$ cat src/rtl/or1200_dcpu_arb.sv
// Two-requester arbiter merging the CPU's dual data ports onto one
// downstream cache/memory port. One transaction is outstanding at a time.
// Port 0 carries the older instruction, so fixed priority keeps program order.
// A watchdog terminates hung accesses with an error.
//
// Handshake: a requester raises pN_cycstb_i with stable adr/we/sel/tag/dat and
// holds it until it sees pN_ack_o, pN_rty_o or pN_err_o in the same cycle; the
// following cycle it may drop the request or keep it high for a new transaction.
// Downstream sees m_cycstb_o held with stable m_* until m_ack_i/m_rty_i/m_err_i,
// after which m_cycstb_o falls (or carries the next winner) on the next edge.
module or1200_dcpu_arb #(
  parameter int AW      = 32,
  parameter int DW      = 32,
  parameter int TW      = 4,
  parameter int RR      = 0,
  parameter int TOW     = 8,
  parameter int TIMEOUT = 255
) (
  input  logic          clk,
  input  logic          rst,
  input  logic [AW-1:0] p0_adr_i,
  input  logic          p0_cycstb_i,
  input  logic          p0_we_i,
  input  logic [3:0]    p0_sel_i,
  input  logic [TW-1:0] p0_tag_i,
  input  logic [DW-1:0] p0_dat_i,
  output logic [DW-1:0] p0_dat_o,
  output logic          p0_ack_o,
  output logic          p0_rty_o,
  output logic          p0_err_o,
  output logic [TW-1:0] p0_tag_o,
  input  logic [AW-1:0] p1_adr_i,
  input  logic          p1_cycstb_i,
  input  logic          p1_we_i,
  input  logic [3:0]    p1_sel_i,
  input  logic [TW-1:0] p1_tag_i,
  input  logic [DW-1:0] p1_dat_i,
  output logic [DW-1:0] p1_dat_o,
  output logic          p1_ack_o,
  output logic          p1_rty_o,
  output logic          p1_err_o,
  output logic [TW-1:0] p1_tag_o,
  output logic [AW-1:0] m_adr_o,
  output logic          m_cycstb_o,
  output logic          m_we_o,
  output logic [3:0]    m_sel_o,
  output logic [TW-1:0] m_tag_o,
  output logic [DW-1:0] m_dat_o,
  input  logic [DW-1:0] m_dat_i,
  input  logic          m_ack_i,
  input  logic          m_rty_i,
  input  logic          m_err_i,
  input  logic [TW-1:0] m_tag_i,
  output logic [1:0]    grant_o,
  output logic          timeout_o,
  output logic [1:0]    fsm_state
);

  typedef enum logic [1:0] {
    IDLE  = 2'd0,
    GNT0  = 2'd1,
    GNT1  = 2'd2,
    DRAIN = 2'd3
  } state_t;

  localparam bit          TO_EN   = (TIMEOUT != 0);
  localparam int          TO_LAST = (TIMEOUT > 0) ? TIMEOUT - 1 : 0;
  localparam logic [TOW-1:0] TO_CMP = TOW'(TO_LAST);

  state_t         state_q, state_d;
  logic           last_grant_q;
  logic [TOW-1:0] cnt_q;
  logic           resp, to_fire, busy, any_req;
  logic           arb_port, load, load_port;

  assign resp    = m_ack_i | m_rty_i | m_err_i;
  assign busy    = (state_q != IDLE);
  assign any_req = p0_cycstb_i | p1_cycstb_i;
  // The watchdog fires on the TIMEOUT-th busy cycle (counter starts at 0).
  assign to_fire = TO_EN & busy & ~resp & (cnt_q == TO_CMP);

  // Pick the winner among current requests (tie: port 0, or the port not last granted).
  always_comb begin
    arb_port = p1_cycstb_i;
    if (p0_cycstb_i && p1_cycstb_i)
      arb_port = (RR != 0) ? ~last_grant_q : 1'b0;
  end

  // Next-state logic; a direct handover to the other port skips the idle bubble.
  always_comb begin
    state_d   = state_q;
    load      = 1'b0;
    load_port = arb_port;
    case (state_q)
      IDLE: if (any_req) load = 1'b1;
      GNT0: begin
        if (resp) begin
          if (p1_cycstb_i) begin load = 1'b1; load_port = 1'b1; end
          else state_d = IDLE;
        end else if (to_fire) state_d = IDLE;
        else if (!p0_cycstb_i) state_d = DRAIN;
      end
      GNT1: begin
        if (resp) begin
          if (p0_cycstb_i) begin load = 1'b1; load_port = 1'b0; end
          else state_d = IDLE;
        end else if (to_fire) state_d = IDLE;
        else if (!p1_cycstb_i) state_d = DRAIN;
      end
      DRAIN: begin
        if (resp) begin
          if (any_req) load = 1'b1;
          else state_d = IDLE;
        end else if (to_fire) state_d = IDLE;
      end
      default: state_d = IDLE;
    endcase
    if (load) state_d = load_port ? GNT1 : GNT0;
  end

  // State, last-grant memory and the registered downstream request.
  always_ff @(posedge clk or posedge rst) begin
    if (rst) begin
      state_q      <= IDLE;
      last_grant_q <= 1'b1;
      m_cycstb_o   <= 1'b0;
      m_adr_o      <= '0;
      m_we_o       <= 1'b0;
      m_sel_o      <= '0;
      m_tag_o      <= '0;
      m_dat_o      <= '0;
    end else begin
      state_q    <= state_d;
      m_cycstb_o <= (state_d != IDLE);
      if (load) begin
        last_grant_q <= load_port;
        m_adr_o      <= load_port ? p1_adr_i : p0_adr_i;
        m_we_o       <= load_port ? p1_we_i  : p0_we_i;
        m_sel_o      <= load_port ? p1_sel_i : p0_sel_i;
        m_tag_o      <= load_port ? p1_tag_i : p0_tag_i;
        m_dat_o      <= load_port ? p1_dat_i : p0_dat_i;
      end
    end
  end

  // Watchdog counter: clears on every state change, saturates instead of wrapping.
  always_ff @(posedge clk or posedge rst) begin
    if (rst) cnt_q <= '0;
    else if (state_d != state_q) cnt_q <= '0;
    else if (busy && !resp && (cnt_q != {TOW{1'b1}})) cnt_q <= cnt_q + 1'b1;
  end

  // Responses route combinationally to the granted port only; err beats ack.
  logic g0, g1;
  assign g0 = (state_q == GNT0);
  assign g1 = (state_q == GNT1);

  assign p0_ack_o  = g0 & m_ack_i & ~m_err_i;
  assign p0_rty_o  = g0 & m_rty_i & ~m_err_i;
  assign p0_err_o  = g0 & (m_err_i | to_fire);
  assign p0_dat_o  = g0 ? m_dat_i : '0;
  assign p0_tag_o  = g0 ? m_tag_i : '0;
  assign p1_ack_o  = g1 & m_ack_i & ~m_err_i;
  assign p1_rty_o  = g1 & m_rty_i & ~m_err_i;
  assign p1_err_o  = g1 & (m_err_i | to_fire);
  assign p1_dat_o  = g1 ? m_dat_i : '0;
  assign p1_tag_o  = g1 ? m_tag_i : '0;
  assign grant_o   = {g1, g0};
  assign timeout_o = to_fire;
  assign fsm_state = state_q;

endmodule
$ cat config.mk
export PLATFORM = sky130hd
export DESIGN_NAME = or1200_dcpu_arb
export DESIGN_NICKNAME = d
export VERILOG_FILES = /design/src/rtl/or1200_dcpu_arb.sv
export SDC_FILE = /design/constraint.sdc
export NUM_CORES = 1
export LEC_CHECK = 0
export BUFFER_PORTS_ARGS = -buffer_cell sky130_fd_sc_hd__buf_2
export CAP_MARGIN = 0
export CELL_PAD_IN_SITES_DETAIL_PLACEMENT = 1
export CELL_PAD_IN_SITES_GLOBAL_PLACEMENT = 1
export CORE_MARGIN = 4
export CORE_UTILIZATION = 28
export CTS_CLUSTER_DIAMETER = 40
export DETAILED_ROUTE_END_ITERATION = 10
export PLACE_DENSITY_LB_ADDON = 0.08
export RECOVER_POWER = 25
export SYNTH_ARGS = -nofsm -noshare
export SYNTH_HDL_FRONTEND = slang
export SYNTH_SLANG_ARGS = --single-unit
$ cat constraint.sdc
create_clock -name clk -period 2.6 [get_ports clk]
set_input_delay 0.26 -clock clk [delete_from_list [all_inputs] [get_ports clk]]
set_output_delay 0.26 -clock clk [all_outputs]
set_load 0.05 [all_outputs]
; ---- Word level (Yosys, flattened, before mapping)
; Cells that the tools add are included.
[classes]
n_bitwise = 18
n_eq_ne = 6
reduce_logical = 8
mux = 38
add_sub_neg = 1
[ops]
columns = operator, count
row1 = two-way mux 32 bit, 4
row2 = two-way mux 2 bit, 13
row3 = two-way mux 4 bit, 4
row4 = two-way mux 8 bit, 2
row5 = bitwise AND 1 bit, 12
row6 = two-way mux 1 bit, 12
row7 = adder 8 x 1 -> 8 bit (second input constant), 1
row8 = equality test 8 bit (second input constant), 1
row9 = != test 8 bit (second input constant), 1
row10 = case mux 2 bit (3 select lines), 1
row11 = nonzero test 2 bit, 3
row12 = equality test 2 bit (second input constant), 2
row13 = OR 1 bit, 4
row14 = case mux 1 bit (4 select lines), 1
row15 = logical AND 1 bit, 3
row16 = equality test 2 x 1 -> 1 bit (second input constant), 1
row17 = zero test 2 bit, 1
row18 = != test 2 bit, 1
row19 = NOT 1 bit, 2
row20 = case mux 1 bit (2 select lines), 1
row21 = zero test 1 bit, 1
[word_totals]
wordCells = 79
register_bits = 84
out_inout_bits = 157
input_bits = 189

; ---- Longest topological paths before layout
; Gate-level depths: netlist (run 1).
[depth]
ltp_word = 11
depth_mapped = 10
ltp_nobuf = 7

; ---- Least setup slack after synthesis (run 1)
; No wires, ideal clock.
[synth_path]
path_type = register to output
startpoint = reg state_q[0] (netlist: fsm_state[0])
endpoint = out p0_err_o
t_required_ns = 2.340
stages_incl_launch_ff = 6
t_arrival_ns = 2.602
setup_slack_ns = -0.262
cell_sequence = dfrtp_1 inv_1 ha_1 nand2b_1 nor4_4 o21a_1
[synth_between]
elab_chain_len = 5
[synth_lines]
columns = element, line
row1 = from (decl), 70  ; state_t state_q, state_d;
row2 = from (signal assigned), 133  ; state_q <= state_d;
row3 = nonzero test 2 bit, 77  ; assign busy = (state_q != IDLE);
row4 = bitwise AND 1 bit (2 in series), 80  ; assign to_fire = TO_EN & busy & ~resp & (cnt_q == TO_CMP);
row5 = named net timeout_o, 55  ; output logic timeout_o,
row6 = OR 1 bit, 160  ; assign p0_err_o = g0 & (m_err_i | to_fire);
row7 = bitwise AND 1 bit, 160
row8 = to (decl), 30  ; output logic p0_err_o,
; The timed path passes the listed nets, and every way through them passes these cells.

; ---- Final worst setup path (run 1)
[layout_path]
startpoint = reg state_q[0] (netlist: fsm_state[0])
endpoint = out p1_err_o
[layout_between]
elab_chain_len = 5
[layout_lines]
columns = element, line
row1 = nonzero test 2 bit, 77
row2 = bitwise AND 1 bit (2 in series), 80
row3 = OR 1 bit, 165  ; assign p1_err_o = g1 & (m_err_i | to_fire);
row4 = bitwise AND 1 bit *, 165
row5 = to (decl), 41  ; output logic p1_err_o,
; Mark *: on every way between the ends. The rest lies on a longest branch, timed or not.

==> impl_metrics.json, run 1 <==
{
  "synth_common_cells": "nand2_1, dfrtp_1, a22oi_1, and2_1, clkbuf_1",
  "grt_use_total": 0.197,
  "r2r-end": "cnt_q[4]$_DFFE_PP0P_",
  "synth_area_per_cell_sq_um": 8.94,
  "hold_ws_ns": 0.120,
  "wirelength_um": 19400,
  "worst-r2r-setup-slack_ns": 0.16,
  "worstReg2RegStart": "fsm_state[0]$_DFF_PP0_",
  "yosysMostFrequentCell": "nand2_1",
  "grt_max_degree": 54,
  "placedInstanceArea_sq_mm": 0.00661,
  "die_h_um": 137,
  "required_ns": 2.34,
  "clk_latency_ns": 0.33,
  "finish.instance_area_sq_mm": 0.00690,
  "clock_skew_ns": 0.00938,
  "max_freq_ghz": 0.410,
  "via_per_inst": 4.80,
  "crit_arrival_ns": 2.18,
  "drt-wirelength-per-cell_um": 18.1,
  "dp_slack_ns": 0.122,
  "num_rows": 46,
  "clock-root-buffer": "clkbuf_16",
  "ff2ff_path_depth": 7,
  "synthArstFlopShare": 1.00,
  "clockBufferDepth": 2,
  "grt_overflow": 0,
  "rsz0062_at_grt": "false",
  "worstHoldPathType": "input port to flip-flop",
  "gp_congestion": 0.846,
  "min_from": "p0_adr_i[22]",
  "cts_tree": "yes",
  "power.leakage_nw": 3.72,
  "drive_gt1_frac": 0.408,
  "crit_fanout": 10,
  "cts-buffers-inserted": 9,
  "start_util": 0.288,
  "endpoint_kind": "primary output",
  "num_vias": 5165,
  "ios": 346,
  "chipWidth_um": 137,
  "instances_no_fill": 1075,
  "synthTopCellsByArea": "dfrtp_1, nand2_1, a22oi_1, and2_1, ha_1",
  "fin_ws_ns": 0.160,
  "firstDrtPassIters": 4,
  "min_period_over_period": 0.938,
  "drv_cap": 1,
  "wl_met2_um": 10200,
  "grt_pass1_vias": 5534,
  "status": "complete, but fails checks",
  "place_inst": 1054,
  "yosysTopAreaCell": "dfrtp_1",
  "total_power_mw": 10.8,
  "ant_nets": 0,
  "timing.final.max_slew_violations": 0,
  "tns_ns": 0,
  "fp.coreArea_sq_mm": 0.0161,
  "ir_worst_vdd_v": 0.000480,
  "n_fill_cell": 2013,
  "tightest_slew_ns": 1.48,
  "cts.sinks": 84,
  "grt_first_pass_wirelength_um": 29500,
  "cp-start-kind": "flip-flop",
  "cts_setup_buffers": 0,
  "cts.clk_slew.worst_paths_ns": 0.06,
  "synth_nets": 714,
  "worstSetupPathType": "flip-flop to primary output",
  "antenna_found_initial": 5,
  "nets": 1046,
  "top_layer": "met5",
  "p_per_area_mw_per_mm2": 1570,
  "synthFlopType": "dfrtp_1",
  "ys_seq_elements": 84,
  "ys_seq_area_frac": 0.454,
  "yosysWarnings": 0,
  "synthCells": 518,
  "hold_end": "m_adr_o[22]$_DFFE_PP0P_",
  "dp_hpwl_um": 15400,
  "htree_num_levels": 3,
  "finish.utilization": 0.429,
  "wl_met3_um": 1320,
  "area_growth_pct": 48.9,
  "first_iter_violations": 222,
  "port_buffers": 345,
  "wl_met1_um": 7580,
  "hold_viol": 0,
  "die_area_sq_mm": 0.0187,
  "period_needed_ns": 2.44,
  "slew_headroom": 0.00867,
  "remaining_drc_errors": 0,
  "synth_cell_types": 49,
  "syn-cell-area_sq_mm": 0.00463,
  "synth-edff-count": 0,
  "setup_viol": 0,
  "violations": "max-capacitance violations",
  "whs_path_depth": 3,
  "synth_top_area_share": 0.454
}
state kept, by name, summed over array words and instances (netlist names):
register	cells
m_tag_o	4
m_adr_o	32
m_sel_o	4
fsm_state	2
cnt_q	8
m_dat_o	32
m_cycstb_o	1
m_we_o	1
cell usage in the layout (no fill, tap or decap), drive strengths merged, types with 2 or more instances in the layout:
master	count
a211oi	2
a21boi	2
a22oi	73
a31oi	4
and2	73
and3b	4
buf	308
bufinv	2
clkbuf	60
clkinv	4
dfrtp	84
diode	4
ha	7
inv	7
nand2	152
nand2b	4
nand3	3
nand4	3
nor2	5
nor2b	3
nor4	10
o21a	2
o21ai	6
o311a	3
o31a	2
or2	2
or3	2
or4b	4
xnor2	3
xor2	4
power breakdown:
part | switching (mW) | internal (mW) | total (mW) | leakage (nW)
registers | 0.349 | 1.91 | 2.26 | 1.05
clock network | 0.508 | 0.867 | 1.38 | 0.162
logic | 5.45 | 1.75 | 7.20 | 2.51
total | 6.31 | 4.52 | 10.8 | 3.72
logic make-up after synthesis:
kind of cell    share of synthesized area
simple gates                        0.287
flops                               0.454
buf+inv                            0.0462
compound gates                      0.178
fa+ha+maj                          0.0189
xor+xnor                           0.0132
mux                               0.00243
metal layers:
layer	vias to the layer above	global-route usage
met5	-	0
li1	2451	-
met3	25	0.0474
met4	4	0.0566
met1	2502	0.227
met2	183	0.363
critical path, cell delays in order, from the launching register on:
cell and delay, ns:
dfrtp_2 0.48, inv_2 0.10, ha_1 0.23, nand2b_1 0.18, nor4_4 0.26, buf_4 0.21, o21a_2 0.13, buf_2 0.26
area by class of cell:
cell class | instances | area [sq um] | share of cell area
Timing Repair Buffer | 359 | 1820 | 0.264
Multi-Input combinational cell | 388 | 2330 | 0.338
Tap cell | 216 | 270 | 0.0392
Clock inverter | 6 | 87.6 | 0.0127
Antenna cell | 4 | 10.0 | 0.00145
Clock buffer | 10 | 239 | 0.0347
Sequential cell | 84 | 2100 | 0.305
Inverter | 8 | 31.3 | 0.00454
worst max path at each step:
stage / endpoint / start / cells past startpoint
after detailed placement: m_adr_o[8]$_DFFE_PP0P_ / fsm_state[0]$_DFF_PP0_ / 8
after global routing: cnt_q[4]$_DFFE_PP0P_ / fsm_state[0]$_DFF_PP0_ / 7
after floorplan: fsm_state[0]$_DFF_PP0_ / rst / 1
after global placement: m_adr_o[23]$_DFFE_PP0P_ / fsm_state[0]$_DFF_PP0_ / 8
after CTS: m_adr_o[8]$_DFFE_PP0P_ / fsm_state[0]$_DFF_PP0_ / 8
final: p1_err_o / fsm_state[0]$_DFF_PP0_ / 7
what timing repair did:
action | 4_1_cts | 5_1_grt
endpoints found under the hold margin | 31 | 0
hold buffers | 1 | 0
gates resized for setup | 0 | 1
endpoints found under the setup margin | 0 | 46
Note: power is estimated with default switching activity, not from simulation.
==> inputs of run 2 (changes only) <==
--- a/config.mk
+++ b/config.mk
@@ -13,7 +13,7 @@
 export CORE_UTILIZATION = 28
 export CTS_CLUSTER_DIAMETER = 40
 export DETAILED_ROUTE_END_ITERATION = 10
-export PLACE_DENSITY_LB_ADDON = 0.08
+export PLACE_DENSITY_LB_ADDON = 0.1
 export RECOVER_POWER = 25
 export SYNTH_ARGS = -nofsm -noshare
 export SYNTH_HDL_FRONTEND = slang
==> impl_metrics.json, run 2 (synthesized netlist as in run 1, its figures left out) <==
{
  "endpoint_kind": "flip-flop",
  "cp_slowest_cell": "dfrtp_2",
  "tns_ns": 0,
  "max_freq_ghz": 0.404,
  "required_ns": 2.82,
  "cts.sinks": 84,
  "remaining_drc_errors": 0,
  "p_per_area_mw_per_mm2": 1560,
  "power.leakage_nw": 3.86,
  "cts-buffers-inserted": 9,
  "final_common_cell": "buf_2",
  "dp_hpwl_um": 15000,
  "first_iter_violations": 172,
  "rsz0062_at_grt": "false",
  "period_needed_ns": 2.48,
  "cp_top_family": "compound AO/OA/AOI/OAI gates",
  "total_power_mw": 10.8,
  "grt_pass1_vias": 5386,
  "fp.coreArea_sq_mm": 0.0161,
  "drt-wirelength-per-cell_um": 17.8,
  "firstDrtPassIters": 4,
  "die_h_um": 137,
  "grt_use_total": 0.196,
  "gp_congestion": 0.814,
  "chipWidth_um": 137,
  "grt_max_degree": 76,
  "final-seq-area_sq_mm": 0.00210,
  "n_fill_cell": 1997,
  "wirelength_um": 19100,
  "tightest_slew_ns": 1.93,
  "area_growth_pct": 48.9,
  "clk_latency_ns": 0.34,
  "grt_overflow": 0,
  "num_rows": 46,
  "worstSetupPathType": "flip-flop to flip-flop",
  "setup_viol": 0,
  "drive_gt1_frac": 0.466,
  "violations": "max-capacitance violations, max-slew violations",
  "path_buf_inv": 1,
  "ios": 346,
  "hold_viol": 0,
  "port_buffers": 345,
  "min_period_over_period": 0.953,
  "via_per_inst": 4.80,
  "nets": 1047,
  "ant_nets": 0,
  "status": "complete, but fails checks",
  "htree_num_levels": 3,
  "cts.clk_slew.worst_paths_ns": 0.06,
  "crit_chain": "inv_2, ha_1, a22o_1, a211oi_1, o311a_1, o31a_2, nor4_1",
  "die_area_sq_mm": 0.0187,
  "max_stage_delay_ns": 0.46,
  "num_vias": 5150,
  "worstHoldPathType": "input port to flip-flop",
  "reg.largest.list": "m_adr_o (32), m_dat_o (32), cnt_q (8)",
  "start_util": 0.288,
  "drv_cap": 1,
  "final_cell_mix": "buf_2, nand2_1, dfrtp_1",
  "cp-start-kind": "flip-flop",
  "timing.final.max_slew_violations": 42,
  "slew_headroom": -0.291,
  "crit_arrival_ns": 2.70,
  "crit_fanout": 12,
  "postCtsHoldBufs": 0,
  "cts_tree": "yes",
  "hold_ws_ns": 0.105,
  "clockBufferDepth": 2,
  "clock_skew_ns": 0.00564,
  "antenna_found_initial": 0,
  "grt_first_pass_wirelength_um": 29000,
  "multi_input_area_sq_mm": 0.00233,
  "ir_worst_vdd_v": 0.000653,
  "clock-root-buffer": "clkbuf_16"
}
run 2: cell count changes in the layout (fill, tap and decap cells not counted), moves of 2 or more:
cell,delta
buf_12,-2
buf_2,+50
buf_4,+4
clkbuf_1,-49
diode_2,-3
run 2: final cells by class:
cell class | count | share of cell area
antenna | 1 | 0.000363
clock buffer | 10 | 0.0332
clock inverter | 6 | 0.00943
inverter | 8 | 0.00454
multi-input combinational | 388 | 0.338
sequential | 84 | 0.305
tap | 216 | 0.0392
timing repair buffer | 360 | 0.270
run 2: tightest hold or removal path: stages:
cell and delay (ns):
buf_2 0.08, nand2_1 0.04, nand2_1 0.04
run 2: power by group:
part | internal [mW] | total [mW] | switching [mW]
registers | 1.91 | 2.25 | 0.344
logic | 1.84 | 7.26 | 5.43
clock network | 0.744 | 1.26 | 0.520
total | 4.49 | 10.8 | 6.29
run 2: final timing paths:
kind | slack [ns] | cells after the start | start | endpoint
min reg2reg | 0.50 | 2 | m_dat_o[6]$_DFFE_PP0P_ | m_dat_o[6]$_DFFE_PP0P_
max | 0.12 | 7 | fsm_state[0]$_DFF_PP0_ | cnt_q[2]$_DFFE_PP0P_
min in group asynchronous | 0.41 | 2 | rst | m_adr_o[12]$_DFFE_PP0P_
max in group asynchronous | 1.20 | 2 | rst | fsm_state[1]$_DFF_PP0_
max reg2reg | 0.12 | 7 | fsm_state[0]$_DFF_PP0_ | cnt_q[2]$_DFFE_PP0P_
min | 0.11 | 3 | p0_adr_i[12] | m_adr_o[12]$_DFFE_PP0P_
run 2: per-stage QoR:
stage                util  instance area [sq um]  setup WS (ns)  cells
floorplan               -                   4640        -0.0145    518
global placement    0.410                   6580          0.262   1053
detailed placement  0.410                   6580          0.168   1053
CTS                 0.428                   6870          0.112   1069
global route        0.429                   6890         0.0302   1072
finish              0.429                   6900          0.123   1073
run 2: routing by layer:
layer  vias up  track usage  part of all wire
met2       179        0.357              0.53
li1       2451            -                 -
met3        22       0.0463             0.060
met1      2498        0.231              0.40
met5         -            0                 0
met4         0       0.0498             0.016
run 2: repair_timing:
action,4_1_cts,5_1_grt
endpoints found under the hold margin,0,0
setup endpoints to repair,0,1
gates resized for setup,0,0
setup buffers,0,3
==> inputs of run 3 (changes only) <==
--- a/config.mk
+++ b/config.mk
@@ -6,13 +6,15 @@
 export NUM_CORES = 1
 export LEC_CHECK = 0
 export BUFFER_PORTS_ARGS = -buffer_cell sky130_fd_sc_hd__buf_2
-export CAP_MARGIN = 0
+export CAP_MARGIN = 30
 export CELL_PAD_IN_SITES_DETAIL_PLACEMENT = 1
 export CELL_PAD_IN_SITES_GLOBAL_PLACEMENT = 1
 export CORE_MARGIN = 4
 export CORE_UTILIZATION = 28
 export CTS_CLUSTER_DIAMETER = 40
+export CTS_CLUSTER_SIZE = 28
 export DETAILED_ROUTE_END_ITERATION = 10
+export HOLD_SLACK_MARGIN = 0.15
 export PLACE_DENSITY_LB_ADDON = 0.1
 export RECOVER_POWER = 25
 export SYNTH_ARGS = -nofsm -noshare
==> impl_metrics.json, run 3 (synthesized netlist as in run 1, its figures left out) <==
{
  "cts.sinks": 84,
  "ir_worst_vdd_v": 0.000543,
  "sequentialPowerShare": 0.209,
  "slew_headroom": -0.112,
  "setup_viol": 0,
  "grt_max_degree": 76,
  "whs_path_depth": 3,
  "port_buffers": 345,
  "remaining_drc_errors": 0,
  "chipWidth_um": 137,
  "timing.final.max_slew_violations": 42,
  "cts-buffers-inserted": 9,
  "total_power_mw": 10.9,
  "num_rows": 46,
  "dp_hpwl_um": 15000,
  "hold_end": "m_dat_o[28]$_DFFE_PP0P_",
  "required_ns": 2.77,
  "via_per_inst": 4.86,
  "clock_skew_ns": 0.00744,
  "die_h_um": 137,
  "crit_arrival_ns": 2.63,
  "first_iter_violations": 177,
  "reg.largest.list": "m_adr_o (32), m_dat_o (32), cnt_q (8)",
  "final_cell_mix": "buf_2, nand2_1, dlygate4sd3_1",
  "finish.utilization": 0.495,
  "power.leakage_nw": 4.19,
  "drv_cap": 1,
  "tns_ns": 0,
  "cts_tree": "yes",
  "worstSetupPathType": "flip-flop to flip-flop",
  "max_freq_ghz": 0.405,
  "antenna_found_initial": 1,
  "clockBufferDepth": 2,
  "wirelength_um": 21800,
  "p_clk_frac": 0.116,
  "drt-wirelength-per-cell_um": 18.5,
  "htree_num_levels": 3,
  "area_growth_pct": 71.5,
  "clk_latency_ns": 0.34,
  "period_needed_ns": 2.47,
  "ctsResizeCount": 0,
  "instances_no_fill": 1183,
  "ant_nets": 0,
  "fin_ws_ns": 0.133,
  "endpoint_kind": "flip-flop",
  "ios": 346,
  "ff2ff_path_depth": 8,
  "pwr-share-comb": 0.675,
  "r2r-end": "cnt_q[2]$_DFFE_PP0P_",
  "num_vias": 5750,
  "fp.coreArea_sq_mm": 0.0161,
  "p_int_mw": 4.51,
  "rsz0062_at_grt": "false",
  "tightest_slew_ns": 1.67,
  "cp-start-kind": "flip-flop",
  "gp_congestion": 0.814,
  "start_util": 0.288,
  "dp_slack_ns": 0.168,
  "grt_pass1_vias": 6227,
  "clock-root-buffer": "clkbuf_16",
  "grt_overflow": 0,
  "n_fill_cell": 1974,
  "final_common_cell": "buf_2",
  "crit_fanout": 12,
  "nets": 1157,
  "hold_viol": 0,
  "worstReg2RegStart": "fsm_state[0]$_DFF_PP0_",
  "die_area_sq_mm": 0.0187,
  "min_period_over_period": 0.949,
  "grt_use_total": 0.227,
  "worst-r2r-setup-slack_ns": 0.13,
  "firstDrtPassIters": 4,
  "status": "complete, but fails checks",
  "violations": "max-capacitance violations, max-slew violations",
  "p_switching_mw": 6.42,
  "grt_first_pass_wirelength_um": 33400,
  "cts.clk_slew.worst_paths_ns": 0.06,
  "place_inst": 1053,
  "drive_gt1_frac": 0.369,
  "min_from": "p1_dat_i[28]",
  "p_per_area_mw_per_mm2": 1380,
  "worstHoldPathType": "input port to flip-flop",
  "switching_share": 0.588
}
==> run 3: cell count changes in the layout (fill, tap and decap cells not counted), sizes merged <==
cell         previous run  this run
buf                   360       318
clkbuf                 10        52
clkinvlp                2         1
dlygate4sd3             0       110
inv                     7         8
==> run 3: how the worst max path moves through the flow <==
| stage | startpoint | end | slack, ns |
|---|---|---|---|
| 5_1_grt | fsm_state[0]$_DFF_PP0_ | cnt_q[7]$_DFFE_PP0P_ | 0.03 |
| 3_5_place_dp | fsm_state[1]$_DFF_PP0_ | cnt_q[2]$_DFFE_PP0P_ | 0.17 |
| 4_1_cts | fsm_state[1]$_DFF_PP0_ | p1_err_o | 0.11 |
| 6_report | fsm_state[0]$_DFF_PP0_ | cnt_q[2]$_DFFE_PP0P_ | 0.13 |
| 3_3_place_gp | fsm_state[1]$_DFF_PP0_ | cnt_q[5]$_DFFE_PP0P_ | 0.26 |
| 2_1_floorplan | rst | fsm_state[0]$_DFF_PP0_ | -0.01 |
==> run 3: metrics by stage <==
| step | hold slack [ns] | cell area (sq um) |
|---|---|---|
| after floorplan | 0.365 | 4640 |
| after detailed placement | 0.413 | 6580 |
| after global placement | 0.412 | 6580 |
| after global routing | 0.164 | 7940 |
| final | 0.164 | 7940 |
| after CTS | 0.150 | 7970 |
==> run 3: layout make-up <==
class	count	area (sq um)	share of cell area
diodes	1	2.50	0.000315
clock buffers	10	229	0.0288
clock inverters	6	65.1	0.00819
inverters	8	30.0	0.00378
multi-input cells	388	2330	0.293
flip-flops and latches	84	2100	0.265
well taps	216	270	0.0340
repair buffers	470	2910	0.367
==> run 3: layer usage <==
metal  share of wire  GRT usage
met3           0.064     0.0577
met4           0.033     0.0806
met2            0.52      0.417
met1            0.38      0.251
met5               0          0
==> run 3: power by group through the flow <==
stage | combinational (mW) | sequential, mW | clock [mW]
4_1_cts | 7.44 | 2.26 | 1.31
5_1_grt | 7.87 | 2.35 | 1.37
3_3_place_gp | 7.14 | 2.26 | 0
6_report | 7.38 | 2.28 | 1.27
2_1_floorplan | 3.53 | 4.20 | 0
3_5_place_dp | 7.30 | 2.27 | 0
==> run 3: worst max-delay path, cell delays in order, from the launching register on <==
cell	delay [ns]
dfrtp_2	0.47
inv_2	0.10
ha_1	0.40
a21oi_1	0.16
a32o_1	0.33
a211oi_4	0.30
buf_4	0.20
a2bb2oi_4	0.24
nor4_1	0.09
==> run 3: what timing repair did <==
| item | CTS | global route |
|---|---|---|
| hold endpoints to repair | 114 | 0 |
| setup buffers | 0 | 3 |
| hold buffers | 110 | 0 |
| endpoints found under the setup margin | 0 | 1 |
